`config.mk`:
```
export PLATFORM = sky130hd
export DESIGN_NAME = addseq_ctrl_flat
export DESIGN_NICKNAME = d
export VERILOG_FILES = /design/src/rtl/addseq_if.sv /design/src/rtl/addseq_ctrl.sv /design/src/flat_wrapper.sv
export SDC_FILE = /design/constraint.sdc
export NUM_CORES = 1
export LEC_CHECK = 0
export CAP_MARGIN = 20
export CELL_PAD_IN_SITES_DETAIL_PLACEMENT = 0
export CELL_PAD_IN_SITES_GLOBAL_PLACEMENT = 1
export CORE_MARGIN = 5
export CORE_UTILIZATION = 46
export CTS_CLUSTER_DIAMETER = 100
export DETAILED_ROUTE_END_ITERATION = 7
export PLACE_DENSITY_LB_ADDON = 0.1
export RECOVER_POWER = 25
export SETUP_SLACK_MARGIN = 0.05
export SYNTH_ARGS = -nofsm -noshare
export SYNTH_HDL_FRONTEND = slang
export SYNTH_HIERARCHICAL = 1
export SYNTH_SLANG_ARGS = --single-unit
```
`constraint.sdc`:
```
create_clock -name clk -period 7.7 [get_ports clk]
set_input_delay 2.31 -clock clk [delete_from_list [all_inputs] [get_ports clk]]
set_output_delay 2.31 -clock clk [all_outputs]
set_load 0.01 [all_outputs]
```
`src/rtl/addseq_if.sv`:
```
// Operand/result handshake bundle for addseq_ctrl.
//   slave  : the sequencer side (consumes operands, produces the result)
//   master : the upstream/downstream side (drives operands, accepts the result)
// Signals: in_valid/in_ready, a, b, cin, op | out_valid/out_ready, sum, cout, ovf
interface addseq_if #(
    parameter int unsigned NBYTES = 4
);
    localparam int unsigned W = 8 * NBYTES;

    logic         in_valid;
    logic         in_ready;
    logic [W-1:0] a;
    logic [W-1:0] b;
    logic         cin;
    logic         op;
    logic         out_valid;
    logic         out_ready;
    logic [W-1:0] sum;
    logic         cout;
    logic         ovf;

    modport slave (
        input  in_valid, a, b, cin, op, out_ready,
        output in_ready, out_valid, sum, cout, ovf
    );

    modport master (
        output in_valid, a, b, cin, op, out_ready,
        input  in_ready, out_valid, sum, cout, ovf
    );
endinterface

```
`src/rtl/addseq_ctrl.sv`:
```
// Multi-precision add sequencer: accepts an 8*NBYTES-bit operand pair, steps a
// shared 8-bit hybrid adder LSB byte to MSB byte chaining the carry, and returns
// sum, carry-out and signed overflow over a valid/ready handshake.
// Ports: clk, rst_n (async, active-low), bus (addseq_if.slave).
// Optional feature: define ADDSEQ_SUB_EN to honour op=1 as subtract (a - b).

// 8-bit adder: ripple low nibble, carry-select high nibble.
module hybridadder8_struct (
    output logic [7:0] S,
    output logic       C8,
    input  logic [7:0] X,
    input  logic [7:0] Y,
    input  logic       C0
);
    logic [4:0] lc;
    logic [4:0] hc0;
    logic [4:0] hc1;
    logic [3:0] hs0;
    logic [3:0] hs1;

    always_comb begin
        lc  = '0;
        hc0 = '0;
        hc1 = '0;
        hs0 = '0;
        hs1 = '0;
        S   = '0;
        lc[0]  = C0;
        hc1[0] = 1'b1;
        for (int i = 0; i < 4; i++) begin
            S[i]       = X[i] ^ Y[i] ^ lc[i];
            lc[i+1]    = (X[i] & Y[i]) | (lc[i] & (X[i] ^ Y[i]));
            hs0[i]     = X[i+4] ^ Y[i+4] ^ hc0[i];
            hc0[i+1]   = (X[i+4] & Y[i+4]) | (hc0[i] & (X[i+4] ^ Y[i+4]));
            hs1[i]     = X[i+4] ^ Y[i+4] ^ hc1[i];
            hc1[i+1]   = (X[i+4] & Y[i+4]) | (hc1[i] & (X[i+4] ^ Y[i+4]));
        end
        S[7:4] = lc[4] ? hs1 : hs0;
        C8     = lc[4] ? hc1[4] : hc0[4];
    end
endmodule

module addseq_ctrl #(
    parameter int unsigned NBYTES = 4
) (
    input logic      clk,
    input logic      rst_n,
    addseq_if.slave  bus
);
    localparam int unsigned W     = 8 * NBYTES;
    localparam int unsigned IDX_W = (NBYTES > 1) ? $clog2(NBYTES) : 1;

    typedef enum logic [1:0] {
        IDLE = 2'd0,
        RUN  = 2'd1,
        DONE = 2'd2
    } state_t;

    state_t           state_q;
    state_t           state_d;
    logic [IDX_W-1:0] idx_q;
    logic [W-1:0]     a_q;
    logic [W-1:0]     b_q;
    logic [W-1:0]     sum_q;
    logic             carry_q;
    logic             ovf_q;
    logic             in_ready_q;
    logic             out_valid_q;
    logic             in_ready_d;
    logic             out_valid_d;

    logic [W-1:0]     b_eff;
    logic             cin_eff;
    logic             accept;
    logic             last_byte;
    logic             retire;
    logic [7:0]       add_x;
    logic [7:0]       add_y;
    logic [7:0]       add_s;
    logic             add_c8;

`ifdef ADDSEQ_SUB_EN
    // Subtract as a + ~b + 1; cin is overridden.
    always_comb begin
        b_eff   = bus.op ? ~bus.b : bus.b;
        cin_eff = bus.op ? 1'b1 : bus.cin;
    end
`else
    logic unused_op;
    assign unused_op = bus.op;
    assign b_eff     = bus.b;
    assign cin_eff   = bus.cin;
`endif

    assign accept    = (state_q == IDLE) && bus.in_valid;
    assign retire    = (state_q == DONE) && bus.out_ready;
    assign last_byte = (idx_q == IDX_W'(NBYTES - 1));

    // Current byte lane of the latched operands.
    assign add_x = a_q[{idx_q, 3'b000} +: 8];
    assign add_y = b_q[{idx_q, 3'b000} +: 8];

    hybridadder8_struct u_add (
        .S  (add_s),
        .C8 (add_c8),
        .X  (add_x),
        .Y  (add_y),
        .C0 (carry_q)
    );

    // State register.
    always_ff @(posedge clk or negedge rst_n) begin
        if (!rst_n) state_q <= IDLE;
        else        state_q <= state_d;
    end

    // Next-state logic.
    always_comb begin
        state_d = state_q;
        case (state_q)
            IDLE:    if (accept) state_d = RUN;
            RUN:     if (last_byte) state_d = DONE;
            DONE:    if (retire) state_d = IDLE;
            default: state_d = IDLE;
        endcase
    end

    // Handshake flags follow the next state so they are pure flop outputs.
    always_comb begin
        in_ready_d  = 1'b0;
        out_valid_d = 1'b0;
        case (state_d)
            IDLE:    in_ready_d  = 1'b1;
            DONE:    out_valid_d = 1'b1;
            default: ;
        endcase
    end

    always_ff @(posedge clk or negedge rst_n) begin
        if (!rst_n) begin
            in_ready_q  <= 1'b1;
            out_valid_q <= 1'b0;
        end else begin
            in_ready_q  <= in_ready_d;
            out_valid_q <= out_valid_d;
        end
    end

    // Operand capture and byte-serial accumulation.
    always_ff @(posedge clk or negedge rst_n) begin
        if (!rst_n) begin
            a_q     <= '0;
            b_q     <= '0;
            sum_q   <= '0;
            carry_q <= 1'b0;
            ovf_q   <= 1'b0;
            idx_q   <= '0;
        end else begin
            case (state_q)
                IDLE: begin
                    if (accept) begin
                        a_q     <= bus.a;
                        b_q     <= b_eff;
                        carry_q <= cin_eff;
                        idx_q   <= '0;
                    end
                end
                RUN: begin
                    sum_q[{idx_q, 3'b000} +: 8] <= add_s;
                    carry_q <= add_c8;
                    if (last_byte) begin
                        // add_s[7] is the final sum MSB being written this edge.
                        ovf_q <= (a_q[W-1] == b_q[W-1]) && (add_s[7] != a_q[W-1]);
                    end else begin
                        idx_q <= idx_q + IDX_W'(1);
                    end
                end
                default: ;
            endcase
        end
    end

    assign bus.in_ready  = in_ready_q;
    assign bus.out_valid = out_valid_q;
    assign bus.sum       = sum_q;
    assign bus.cout      = carry_q;
    assign bus.ovf       = ovf_q;
endmodule

```
`src/flat_wrapper.sv`:
```
// flat-port wrapper written by rule: the top's interface ports become plain ports
module addseq_ctrl_flat 
#(
    parameter int unsigned NBYTES = 4
)
  (clk, rst_n, bus_in_valid, bus_a, bus_b, bus_cin, bus_op, bus_out_ready, bus_in_ready, bus_out_valid, bus_sum, bus_cout, bus_ovf);
  addseq_if #(.NBYTES(NBYTES)) bus_i ();
  input logic clk;
  input logic rst_n;
  input wire logic [$bits(bus_i.in_valid)-1:0] bus_in_valid;
  input wire logic [$bits(bus_i.a)-1:0] bus_a;
  input wire logic [$bits(bus_i.b)-1:0] bus_b;
  input wire logic [$bits(bus_i.cin)-1:0] bus_cin;
  input wire logic [$bits(bus_i.op)-1:0] bus_op;
  input wire logic [$bits(bus_i.out_ready)-1:0] bus_out_ready;
  output wire logic [$bits(bus_i.in_ready)-1:0] bus_in_ready;
  output wire logic [$bits(bus_i.out_valid)-1:0] bus_out_valid;
  output wire logic [$bits(bus_i.sum)-1:0] bus_sum;
  output wire logic [$bits(bus_i.cout)-1:0] bus_cout;
  output wire logic [$bits(bus_i.ovf)-1:0] bus_ovf;
  assign bus_i.in_valid = bus_in_valid;
  assign bus_i.a = bus_a;
  assign bus_i.b = bus_b;
  assign bus_i.cin = bus_cin;
  assign bus_i.op = bus_op;
  assign bus_i.out_ready = bus_out_ready;
  assign bus_in_ready = bus_i.in_ready;
  assign bus_out_valid = bus_i.out_valid;
  assign bus_sum = bus_i.sum;
  assign bus_cout = bus_i.cout;
  assign bus_ovf = bus_i.ovf;
  addseq_ctrl #(.NBYTES(NBYTES)) u_core (.clk(clk), .rst_n(rst_n), .bus(bus_i));
endmodule
```
==> results of run 1 <==
-- registers in the layout, summed over array words and instances (netlist names) --
register and count:
u_core/bus.out_valid 1, u_core/idx_q 2, u_core/bus.ovf 1, u_core/b_q 32, u_core/a_q 32, u_core/bus.sum 32
u_core/bus.in_ready 1, u_core/bus.cout 1, u_core/state_q 2
-- cell families (layout without fill, tap and decap cells) --
group / after synthesis / in the layout / synth area share [%]
fa+ha+maj: 15 / 15 / 4.87
flops: 104 / 104 / 52.8
compound gates: 43 / 43 / 7.05
simple gates: 24 / 24 / 4.54
mux: 81 / 81 / 26.0
xor+xnor: 1 / 1 / 0.178
buf+inv: 29 / 139 / 4.57
-- Yosys cell counts, types with 3 or more instances --
cell     instances  share of area, %
buf_2            4              0.41
dfrtp_1        103                52
a22o_1          34               6.0
nand2_4          4              0.91
inv_1           16               1.2
buf_12           5               2.0
nor2b_1          3              0.38
nand2_1          5              0.38
o21ai_0          4              0.41
fa_1             7               2.8
ha_1             8               2.0
mux2_4          50                15
nor4_4           3               1.3
mux4_2          15               6.8
mux2_2          15               3.4
-- power groups by stage --
stage          Clock, W  Sequential, W  Combinational (W)
6_report       0.000345       0.000947            0.00151
5_1_grt        0.000381       0.000983            0.00166
4_1_cts        0.000358       0.000952            0.00156
3_5_place_dp          0       0.000962            0.00156
3_3_place_gp          0       0.000954            0.00154
2_1_floorplan         0       0.000926            0.00113
-- per-layer routing --
layer	wire length, µm	global-route usage, %
met2	4790	25.8
met5	0	0
met1	4330	22.1
met4	61	4.33
met3	516	3.29
-- area by class of cell --
cell class / count / area [µm²] / area share (%)
repair buffers: 108 / 1060 / 17.2
well taps: 136 / 170 / 2.76
inverters: 16 / 60.1 / 0.974
clock buffers: 9 / 124 / 2.01
multi-input cells: 164 / 2070 / 33.6
flip-flops and latches: 104 / 2600 / 42.2
clock inverters: 6 / 78.8 / 1.28
-- final timing paths --
path / from / endpoint / cells past startpoint
min in group asynchronous: rst_n / u_core/bus.sum[30]$_DFFE_PN0P_ / 1
worst max-delay path: u_core/idx_q[0]$_DFFE_PN0P_ / u_core/bus.ovf$_DFFE_PN0P_ / 15
worst min-delay path: u_core/bus.sum[30]$_DFFE_PN0P_ / u_core/bus.sum[30]$_DFFE_PN0P_ / 1
worst min register to register: u_core/bus.sum[30]$_DFFE_PN0P_ / u_core/bus.sum[30]$_DFFE_PN0P_ / 1
worst max register to register: u_core/idx_q[0]$_DFFE_PN0P_ / u_core/bus.ovf$_DFFE_PN0P_ / 15
max in group asynchronous: rst_n / u_core/b_q[8]$_DFFE_PN0P_ / 2
-- through the flow --
step                power [W]  hold WS (ns)  worst slack (ns)
global placement      0.00249         0.486              2.77
CTS                   0.00287         0.515              2.65
floorplan             0.00206         0.472              2.99
finish                0.00280         0.512              2.12
detailed placement    0.00252         0.489              2.69
global route          0.00302         0.526              1.60
-- critical path: stages (launching register included) --
cell and delay, ns:
dfrtp_1 0.65, clkbuf_1 0.98, mux4_2 0.64, fa_1 0.46, fa_1 0.37, inv_1 0.07
fa_1 0.23, o21ai_0 0.15, fa_1 0.42, fa_1 0.39, inv_1 0.08, fa_1 0.40
inv_1 0.18, nor3b_1 0.22, a21oi_1 0.09, a31oi_1 0.17
==> flow_summary.yaml, run 1 <==
place:
  dpl.cell_count: 528
  dpl.hpwl_mm: 7.30
  port_buffers: 104
  gp_congestion: 0.752
  placed_area_um2: 6010
cts:
  clock_path_buffers: 2
  insertion_delay_ns: 0.36
  cts_tree: "done"
  ctsHoldBuffers: 0
  numClockSinks: 104
  cts-resized-gates: 0
  clk_pin_slew_ns: 0.11
  clockRootBuffer: "clkbuf_8"
  cts_inserted_buffers: 9
  htreeDepth: 3
  cts_setup_buffers: 0
floorplanning:
  row_count: 37
  start_util_pct: 47.4
  dieArea_um2: 12900
  die_w_um: 114
  die_h_um: 114
  ios: 106
  core_um2: 10400
sta:
  worst-slew-pin-transition_ns: 1.85
  hold_viol: 0
  slew_headroom_pct: -23.1
  finalCriticalPeriod_ns: 5.58
  post-route-period-util_pct: 72.4
  slew_violations: 107
  finClkSkew_ns: 0.0143
  rsz0062_at_grt: "no"
  setup-tns-final_ns: 0
  setup_viol: 0
  max_freq_mhz: 179
synthesis:
  synth-edff-count: 0
  ys_ff_latch: 104
  netlist_area_um2: 4930
  yosysWarningCount: 6
  ys_types: 31
  synthFlopType: "dfrtp_1"
  syn_inst: 297
  syn_avg_cell_area_um2: 16.6
  seq_area_frac_synth_pct: 52.8
  synth_async_sr_flop_share_pct: 100
  synth_nets: 382
global_routing:
  overflow: 0
  grt_pass1_wl_mm: 16.0
  antenna_found_initial: 0
  gr-usage-all-layers_pct: 16.0
  grt_pass1_vias: 3023
  grt_start_max_net_pins: 76
critical_path:
  start_kind: "register"
  cp_max_fo: 18
  worst-setup-path-type: "reg2reg"
  cp.arrival_ns: 5.85
  required_ns: 7.97
  endpoint_kind: "register"
  r2r_setup_slack_ns: 2.12
outcome:
  violations: "capacitance limit, slew limit"
  status: "complete, but fails checks"
route:
  drtIter0Drc: 86
  avgRoutedWirePerCell_um: 17.9
  routed_wl_mm: 9.70
  antenna_left: 0
  drc: 0
  vias: 2800
  drt-pass1-iter-count: 4
  avgViaCountPerCell: 5.16
flow_run:
  drv_cap: 2
layout:
  area_growth_pct: 25.0
  instances_no_fill: 543
  drive_gt1_share_pct: 26.0
  post-route-util_pct: 59.2
  nNetsFinal: 488
  stdcell_area_um2: 6160
  final_common_cell: "dfrtp_1"
  final.fill_count: 890
  antenna_cells: 0
  layout_common_cells: "dfrtp_1, clkdlybuf4s50_1, mux2_4"
power:
  pwr-share-comb_pct: 53.9
  seq_power_share_pct: 33.8
  p_switching_w: 0.00107
  cellPowerDensity_nw_per_um2: 455
  p_leak_nw: 2.71
  sw_frac_of_total_pct: 38.2
  vdd_drop_max_v: 0.000193
  p_int_w: 0.00173
  pwr-share-clk_pct: 12.3
min_path:
  hp-class: "reg2reg"
Note: power is estimated with default switching activity, not from simulation.
==> inputs of run 2 (changes only) <==
--- a/config.mk
+++ b/config.mk
@@ -9,7 +9,7 @@
 export CELL_PAD_IN_SITES_DETAIL_PLACEMENT = 0
 export CELL_PAD_IN_SITES_GLOBAL_PLACEMENT = 1
 export CORE_MARGIN = 5
-export CORE_UTILIZATION = 46
+export CORE_UTILIZATION = 42
 export CTS_CLUSTER_DIAMETER = 100
 export DETAILED_ROUTE_END_ITERATION = 7
 export PLACE_DENSITY_LB_ADDON = 0.1
==> constraint.sdc (replaced) <==
create_clock -name clk -period 5.3 [get_ports clk]
set_input_delay 1.59 -clock clk [delete_from_list [all_inputs] [get_ports clk]]
set_output_delay 1.59 -clock clk [all_outputs]
set_load 0.01 [all_outputs]
==> run 2 against run 1 <==
- cell count rose by 1.8%
- global-route usage is 0.51 points lower
- sequential power up 46%
- wire length increased by 5.2%
- the flow now finishes without violations
- cell area grew 3.1%
- highest routed layer unchanged
- clock skew fell by 0.0087 ns
- non-clock buffer count grew 2
==> flow_summary.yaml, run 2 (synthesis gave the netlist of run 1 again) <==
cts:
  cts_tree: "done"
  clk_pin_slew_ns: 0.07
  insertion_delay_ns: 0.34
  cts_inserted_buffers: 9
  numClockSinks: 104
  cts-resized-gates: 0
  clock_path_buffers: 2
  clockRootBuffer: "clkbuf_16"
  ctsHoldBuffers: 0
  cts_setup_buffers: 0
  htreeDepth: 3
route:
  drtIter0Drc: 214
  routed_wl_mm: 10.2
  drc: 0
  vias: 2799
  avgViaCountPerCell: 5.06
  avgRoutedWirePerCell_um: 18.5
  antenna_left: 0
  drt-pass1-iter-count: 4
layout:
  final_common_cell: "clkdlybuf4s50_1"
  instances_no_fill: 553
  multi_input_area_um2: 2110
  nNetsFinal: 490
  drive_gt1_share_pct: 27.8
  antenna_cells: 0
  final.fill_count: 956
  ff_latch_area_um2: 2610
  area_growth_pct: 28.8
  layout_common_cells: "clkdlybuf4s50_1, dfrtp_1, mux2_4"
critical_path:
  endpoint_kind: "register"
  cp.arrival_ns: 4.87
  start_kind: "register"
  cp_common_cell: "fa_1"
  ff2ff_path_depth: 15
  max_stage_delay_ns: 0.54
  required_ns: 5.57
  crit_slowest_cell: "mux4_2"
  worst-setup-path-type: "reg2reg"
  crit_chain: "mux4_2 > fa_1 > fa_1 > fa_1 > inv_1 > fa_1 > o21ai_0 > fa_1 > fa_1 > inv_1 > fa_1 > inv_1 > nor3b_1 > a21oi_1 > a31oi_1"
  cp_max_fo: 6
floorplanning:
  die_h_um: 118
  dieArea_um2: 14000
  ios: 106
  core_um2: 11500
  start_util_pct: 43.0
  die_w_um: 118
  row_count: 39
global_routing:
  gr-usage-all-layers_pct: 15.4
  grt_pass1_wl_mm: 17.2
  grt_pass1_vias: 3153
  overflow: 0
  antenna_found_initial: 0
  grt_start_max_net_pins: 82
sta:
  setup_viol: 0
  finalCriticalPeriod_ns: 4.60
  max_freq_mhz: 217
  finClkSkew_ns: 0.00557
  rsz0062_at_grt: "no"
  slew_headroom_pct: 7.72
  worst-slew-pin-transition_ns: 1.38
  hold_viol: 0
  post-route-period-util_pct: 86.8
  slew_violations: 0
  setup-tns-final_ns: 0
place:
  dpl.hpwl_mm: 7.41
  port_buffers: 104
  dpl.cell_count: 536
  gp_congestion: 0.729
min_path:
  hp-class: "reg2reg"
  min_path_cells: 1
flow_run:
  drv_cap: 0
power:
  p_leak_nw: 2.78
  vdd_drop_max_v: 0.000328
  cellPowerDensity_nw_per_um2: 677
  total_power_w: 0.00431
outcome:
  status: "finished, final reports clean"
run 2: worst paths after layout:
check                                             from                    endpoint  slack (ns)
setup / recovery           u_core/idx_q[0]$_DFFE_PN0P_  u_core/bus.ovf$_DFFE_PN0P_        0.70
hold / removal              u_core/b_q[25]$_DFFE_PN0P_  u_core/b_q[25]$_DFFE_PN0P_        0.51
setup reg to reg           u_core/idx_q[0]$_DFFE_PN0P_  u_core/bus.ovf$_DFFE_PN0P_        0.70
hold reg to reg             u_core/b_q[25]$_DFFE_PN0P_  u_core/b_q[25]$_DFFE_PN0P_        0.51
max in group asynchronous                        rst_n  u_core/a_q[16]$_DFFE_PN0P_        1.53
min in group asynchronous                        rst_n  u_core/a_q[31]$_DFFE_PN0P_        1.54
run 2: power breakdown:
group	switching, W	internal (W)	leakage [nW]
combinational	0.00107	0.00116	1.35
sequential	0.000234	0.00115	1.29
clock	0.000314	0.000378	0.151
total	0.00162	0.00269	2.78
run 2: through the flow:
step | instance area (µm²) | setup WS (ns) | hold WS (ns) | utilization [%]
floorplan | 4930 | 0.585 | 0.472 | -
global placement | 6040 | 0.694 | 0.483 | 52.7
detailed placement | 6040 | 0.680 | 0.492 | 52.7
CTS | 6350 | 0.657 | 0.510 | 55.4
global route | 6360 | 0.406 | 0.519 | 55.4
finish | 6360 | 0.697 | 0.507 | 55.4
run 2: metal layers:
layer	up-vias	global-route usage [%]	share of wire [%]	wire length, µm
met5	-	0	0	0
met4	0	4.18	0.92	94
met3	8	4.49	5.3	540
met2	67	24.7	48	4940
met1	1418	20.7	45	4630
li1	1306	-	-	-
run 2: cell type report:
type | instances | share of cell area (%)
flip-flops and latches | 104 | 41.0
multi-input cells | 164 | 33.2
repair buffers | 110 | 17.1
clock buffers | 9 | 3.54
well taps | 143 | 2.81
clock inverters | 7 | 1.36
inverters | 16 | 0.945
run 2: worst max-delay path, delay by kind of cell (launching register included):
| kind | cells | cell delay [ns] |
|---|---|---|
| AND/OR/NAND/NOR | 1 | 0.21 |
| flip-flops | 1 | 0.44 |
| AO/OA/AOI/OAI | 3 | 0.34 |
| buffers and inverters | 3 | 0.36 |
| multiplexers | 1 | 0.54 |
| adder cells (fa/ha/maj) | 7 | 2.63 |
